$ cat config.mk
export PLATFORM = sky130hd
export DESIGN_NAME = diag_capture
export DESIGN_NICKNAME = d
export VERILOG_FILES = /design/src/rtl/diag_capture.sv
export SDC_FILE = /design/constraint.sdc
export NUM_CORES = 1
export LEC_CHECK = 0
export CORE_AREA = 2 2 134 136
export DETAILED_ROUTE_END_ITERATION = 6
export DIE_AREA = 0 0 136 138
export PLACE_DENSITY_LB_ADDON = 0.08
export SYNTH_ARGS = -nofsm -noshare
export SYNTH_HDL_FRONTEND = slang
export SYNTH_SLANG_ARGS = --single-unit
$ cat constraint.sdc
create_clock -name clk -period 3.76 [get_ports clk]
set_input_delay 0.752 -clock clk [delete_from_list [all_inputs] [get_ports clk]]
set_output_delay 0.752 -clock clk [all_outputs]
set_load 0.03 [all_outputs]
$ cat src/rtl/diag_capture.sv
// Diagnostic-port capture engine: muxes one 32-bit group of a wide diag bus onto
// the external diag port and, on a software trigger edge, snapshots the selected
// group after a programmable delay for register read-back.
//
// Ports:
//   clk, rst_n         system clock, asynchronous active-low reset
//   diag_sel_en        block enable; low forces the port to 0 and the FSM to IDLE
//   diag_sel           [7:0] group index, [15:8] post-trigger delay D in cycles
//   diag_trigger       software trigger level (a rising edge arms a capture)
//   diag_groups        NUM_GROUPS x 32-bit groups, group g at [32g+31:32g]
//   diag_port          registered live mux output (0 for out-of-range index)
//   diag_value         captured snapshot
//   diag_done          snapshot valid
//
// Optional feature: define RW_DIAG_SYNC_EN to pass diag_groups through a
// two-flop synchronizer before the mux (port latency 3 instead of 1).

module diag_capture #(
    parameter int NUM_GROUPS = 8
) (
    input  logic                       clk,
    input  logic                       rst_n,
    input  logic                       diag_sel_en,
    input  logic [15:0]                diag_sel,
    input  logic                       diag_trigger,
    input  logic [NUM_GROUPS*32-1:0]   diag_groups,
    output logic [31:0]                diag_port,
    output logic [31:0]                diag_value,
    output logic                       diag_done
);

    typedef enum logic [1:0] {
        ST_IDLE,
        ST_DELAY,
        ST_HOLD
    } state_t;

    state_t             state_q;
    logic [7:0]         cnt_q;
    logic               trig_q;
    logic [31:0]        port_q;
    logic [31:0]        port_d;
    logic [31:0]        value_q;
    logic               done_q;
    logic [31:0]        sel_grp;
    logic               rise;
    logic [NUM_GROUPS*32-1:0] grp_src;

`ifdef RW_DIAG_SYNC_EN
    // Two-flop synchronizer for asynchronous diag sources.
    logic [NUM_GROUPS*32-1:0] sync1_q;
    logic [NUM_GROUPS*32-1:0] sync2_q;

    always_ff @(posedge clk or negedge rst_n) begin
        if (!rst_n) begin
            sync1_q <= '0;
            sync2_q <= '0;
        end else begin
            sync1_q <= diag_groups;
            sync2_q <= sync1_q;
        end
    end

    assign grp_src = sync2_q;
`else
    assign grp_src = diag_groups;
`endif

    // Index compare against every implemented group; an index at or above
    // NUM_GROUPS matches nothing and leaves the default of zero.
    always_comb begin
        sel_grp = '0;
        for (int g = 0; g < NUM_GROUPS; g++) begin
            if (diag_sel[7:0] == 8'(g)) begin
                sel_grp = grp_src[g*32 +: 32];
            end
        end
    end

    assign port_d = diag_sel_en ? sel_grp : 32'h0;

    // trig_q resets to 0, so a trigger already high at reset release is a rise.
    assign rise = diag_trigger & ~trig_q;

    always_ff @(posedge clk or negedge rst_n) begin
        if (!rst_n) begin
            port_q <= '0;
            trig_q <= 1'b0;
        end else begin
            port_q <= port_d;
            trig_q <= diag_trigger;
        end
    end

    // Capture FSM. Disable has priority over every state; the snapshot itself
    // is only ever overwritten by a completed capture.
    always_ff @(posedge clk or negedge rst_n) begin
        if (!rst_n) begin
            state_q <= ST_IDLE;
            cnt_q   <= '0;
            value_q <= '0;
            done_q  <= 1'b0;
        end else if (!diag_sel_en) begin
            state_q <= ST_IDLE;
            cnt_q   <= '0;
            done_q  <= 1'b0;
        end else begin
            case (state_q)
                ST_IDLE: begin
                    if (rise) begin
                        state_q <= ST_DELAY;
                        cnt_q   <= diag_sel[15:8];
                        done_q  <= 1'b0;
                    end
                end
                ST_DELAY: begin
                    // A dropped trigger aborts even on the would-be capture edge.
                    if (!diag_trigger) begin
                        state_q <= ST_IDLE;
                    end else if (cnt_q == 8'd0) begin
                        value_q <= port_q;
                        done_q  <= 1'b1;
                        state_q <= ST_HOLD;
                    end else begin
                        cnt_q <= cnt_q - 8'd1;
                    end
                end
                ST_HOLD: begin
                    if (!diag_trigger) begin
                        state_q <= ST_IDLE;
                    end
                end
                default: begin
                    state_q <= ST_IDLE;
                end
            endcase
        end
    end

    assign diag_port  = port_q;
    assign diag_value = value_q;
    assign diag_done  = done_q;

endmodule

==> impl.org <==
** Worst setup path
- Kind of cell adding the most delay to the critical path :: buffers and inverters
- Worst Setup EP :: diag_port[19]$_DFF_PN0_
- Worst Path Max Fanout :: 16
- The critical path goes through clkdlybuf4s50_1, buf_4, nand2b_1, buf_4, o22ai_1, o21ai_0, a21oi_1.
- The setup check on the worst reg-to-reg path leaves a slack of 1.18 ns.
- The critical path in this run is classified as in2reg.
- STA classifies the critical path endpoint as a register.
- Slowest stage delay, CP :: 0.54 ns
- At the worst endpoint, the required time is 3.97 ns.
- Measured in cells, the most critical reg-to-reg path has a length of 5.
- The number of buffers and inverters on the critical path is 3.
- The startpoint identified for the worst register-to-register timing path is cnt_q[5]$_DFFE_PN0P_.
- The slowest stage of the critical path is the sky130_fd_sc_hd__nand2b_1 cell.
- Crit. Startpoint :: diag_sel[2]
- Counting stages on the worst path, the most repeated cell is sky130_fd_sc_hd__buf_4.
- Arrival time at the worst endpoint :: 2.95 ns
- Reg-to-reg critical path endpoint :: diag_value[11]$_DFFE_PN0P_
- STA classifies the critical path startpoint as an input pin.
- Counting buffers and inverters, the worst setup path is 7 cells deep.

** Run
- Total of max-cap violations :: 0

** Clock tree
- Number of buffers added by the clock tree synthesis step :: 9
- TritonCTS clock tree :: built
- Buffers inserted by post-CTS timing repair :: 0
- In this run, post-CTS repair resized a total of 0 instances.
- Counting every sink on the clock net gives 76.
- In this run, post-CTS hold repair placed 0 buffers.
- CTS HTree Levels :: 3
- Root Driver :: sky130_fd_sc_hd__clkbuf_16
- At the later pin of the worst-skew pair, clock insertion delay measures 0.34 ns.
- After clock tree synthesis, the clock-pin slew on the worst setup and hold paths is 0.06 ns.
- Counting along the longest clock path gives a buffer depth of 2.

** Synthesis
- For this run, the number of Yosys warnings is 0.
- Count of distinct cell types in the synthesized netlist :: 52
- Number of register bits inferred by synthesis :: 76
- Synthesis handed over a netlist of 560 instances.
- Fraction of the yosys area taken by sequential cells :: 0.356
- Main synth FF type :: sky130_fd_sc_hd__dfrtp_1
- Post-synth top cells :: sky130_fd_sc_hd__o21ai_0 (94), sky130_fd_sc_hd__dfrtp_1 (76), sky130_fd_sc_hd__mux2i_1 (58)
- Dividing the synthesized area by the synthesized cell count gives 9.54 um^2.
- Of all flip-flops after synthesis, the portion carrying an async set or reset was 1.00.
- Synth area leaders :: sky130_fd_sc_hd__dfrtp_1 (36%), sky130_fd_sc_hd__mux2i_1 (11%), sky130_fd_sc_hd__o21ai_0 (8.8%)
- The most common cell in the synthesized netlist is sky130_fd_sc_hd__o21ai_0.
- Counting flops with a built-in enable in the synthesized netlist gives 0.
- Synthesized netlist net count :: 838
- Cell taking the most area after synthesis :: sky130_fd_sc_hd__dfrtp_1
- Share of Yosys cell area claimed by the top area cell type :: 0.356
- The mapped netlist covers 0.00534 mm^2.

** Timing
- Share of the clock period used by the worst path :: 0.728
- Counting I/O delays and the setup requirement, the final critical path takes 2.74 ns.
- Transition at the pin with the smallest max-transition slack :: 1.01 ns
- Adding up every negative setup slack in the final design gives 0 ns.
- The number of pins with negative max-slew slack in the final report came to 0.
- Remaining max-slew budget at the tightest pin :: 0.328
- Setup repair after global routing left no endpoint under its margin.
- On the final layout, the worst clock skew is 0.00565 ns.
- Upper clock frequency limit :: 366 MHz
- The final hold violation count was 0.
- Number of setup violations in the final report :: 0

** GRT
- Number of global-route vias before repair :: 6322
- Largest net degree at the start of global routing :: 77
- The initial antenna violation count came to 4.
- First-pass GRT wire length :: 36.2 mm
- Overall track demand over capacity in global routing :: 0.255
- Grt total ovfl :: 0

** Floorplanning
- Row Count :: 49
- The floorplan step defined a die boundary enclosing 0.0188 mm^2.
- The die is 136 um wide.
- Area inside the core boundary :: 0.0175 mm^2
- Height of the die :: 138 um
- Total I/O pin count :: 341
- Initial Util :: 0.305

** Final layout
- FILL cells :: 1606
- The finished layout holds 1109 standard cells, fillers aside.
- Seq. cell area :: 0.00190 mm^2
- Share of cells above drive strength 1 :: 0.104
- After the last flow step, the layout net total stands at 1152.
- Non-Filler Cell Area, Final :: 0.00924 mm^2
- Area taken by multi-input logic gates :: 0.00320 mm^2
- Compared with the post-synthesis result, the final layout area differs by 72.8%.

** Placement
- Once detailed placement completed, the half-perimeter wirelength came to 19.0 mm.
- Counting tap cells, the placed design contains a total of 1092 instances.
- Number of buffers added on ports :: 340
- Placer's final routability congestion estimate :: 0.918
- Placed standard-cell area :: 0.00894 mm^2

** Drt
- Starting DRC count in detailed routing :: 310
- Routed signal wires occupy layers up through met5.
- Post-DRT Antenna Nets :: 0
- In the routed layout, each cell is associated on average with a via count of 5.33.
- Met3 WL post-DR :: 1.96 mm
- Router iterations before antenna repair :: 5
- The detailed router put a total of 9.46 mm of wire on met1.
- Met2 wire len :: 12.4 mm
- DRC viols :: 0
- In the final routed layout, each cell accounts on average for 22.0 um.
- Wires add up to 24.4 mm.
- Via count :: 5909

** Run status
- Status :: complete, no violations

** Min path
- Worst Hold Class :: reg2reg

** Power
- Worst voltage drop across the vdd grid :: 196 uV
- Cell leakage power :: 3.86 nW
- Pwr per Cell Area :: 260 mW/mm^2
-- cell type report --
type / count / share of cell area
diodes: 2 / 0.000542
multi-input cells: 425 / 0.347
flip-flops and latches: 76 / 0.206
clock buffers: 10 / 0.0259
repair buffers: 356 / 0.382
clock inverters: 5 / 0.00569
well taps: 229 / 0.0310
inverters: 6 / 0.00244
-- logic make-up after synthesis --
group / count (synthesis) / synth area share
muxes: 96 / 0.206
AOI/OAI and AO/OA: 235 / 0.289
buffers and inverters: 59 / 0.0473
DFF: 76 / 0.356
adders and majority gates: 2 / 0.00468
and+or+nand+nor: 92 / 0.0967
-- worst min path at each step --
stage	to	slack, ns	from	cells past startpoint
after floorplan	cnt_q[0]$_DFFE_PN0P_	0.46	rst_n	0
after global placement	diag_value[12]$_DFFE_PN0P_	0.49	diag_port[12]$_DFF_PN0_	1
after detailed placement	diag_value[20]$_DFFE_PN0P_	0.49	diag_port[20]$_DFF_PN0_	1
after CTS	diag_value[20]$_DFFE_PN0P_	0.50	diag_port[20]$_DFF_PN0_	1
after global routing	diag_value[20]$_DFFE_PN0P_	0.51	diag_port[20]$_DFF_PN0_	1
final	diag_value[20]$_DFFE_PN0P_	0.49	diag_port[20]$_DFF_PN0_	1
-- where the power goes --
part / switching [mW] / internal [mW]
clock network: 0.354 / 0.525
registers: 0.0175 / 0.832
logic: 0.267 / 0.404
-- registers in the layout (all words and copies together), names as in the netlist --
register,cells
cnt_q,8
diag_done,1
diag_port,32
diag_value,32
state_q,2
trig_q,1
-- placed cells by master, fill, tap and decap left out, types with 4 or more instances in the layout --
cell	Yosys	layout
sky130_fd_sc_hd__clkbuf_16	0	9
sky130_fd_sc_hd__nor2_1	35	35
sky130_fd_sc_hd__mux2i_1	58	58
sky130_fd_sc_hd__o21ai_0	94	94
sky130_fd_sc_hd__nand2b_1	8	7
sky130_fd_sc_hd__a21oi_1	32	32
sky130_fd_sc_hd__o22ai_1	29	29
sky130_fd_sc_hd__inv_1	6	6
sky130_fd_sc_hd__a2bb2oi_1	28	28
sky130_fd_sc_hd__and4_1	4	4
sky130_fd_sc_hd__mux2_2	19	19
sky130_fd_sc_hd__clkdlybuf4s50_1	0	337
sky130_fd_sc_hd__buf_4	0	17
sky130_fd_sc_hd__a22o_1	31	31
sky130_fd_sc_hd__mux2_4	16	16
sky130_fd_sc_hd__nand2_1	14	14
sky130_fd_sc_hd__dfrtp_1	76	76
-- per-layer routing --
layer,GRT usage,vias to the layer above
met5,0,-
met4,0.0839,4
met3,0.0587,34
met2,0.447,267
met1,0.306,2826
li1,-,2778
-- stage by stage --
stage / hold WS [ns] / util / setup WS (ns) / total power [mW]
after floorplan: 0.456 / - / 1.61 / 1.12
after global placement: 0.486 / 0.510 / 0.801 / 1.53
after detailed placement: 0.492 / 0.510 / 0.733 / 1.54
after CTS: 0.502 / 0.526 / 1.10 / 2.42
after global routing: 0.513 / 0.527 / 0.885 / 2.49
final: 0.495 / 0.527 / 1.02 / 2.40
Power figures use the tool's default switching activity.
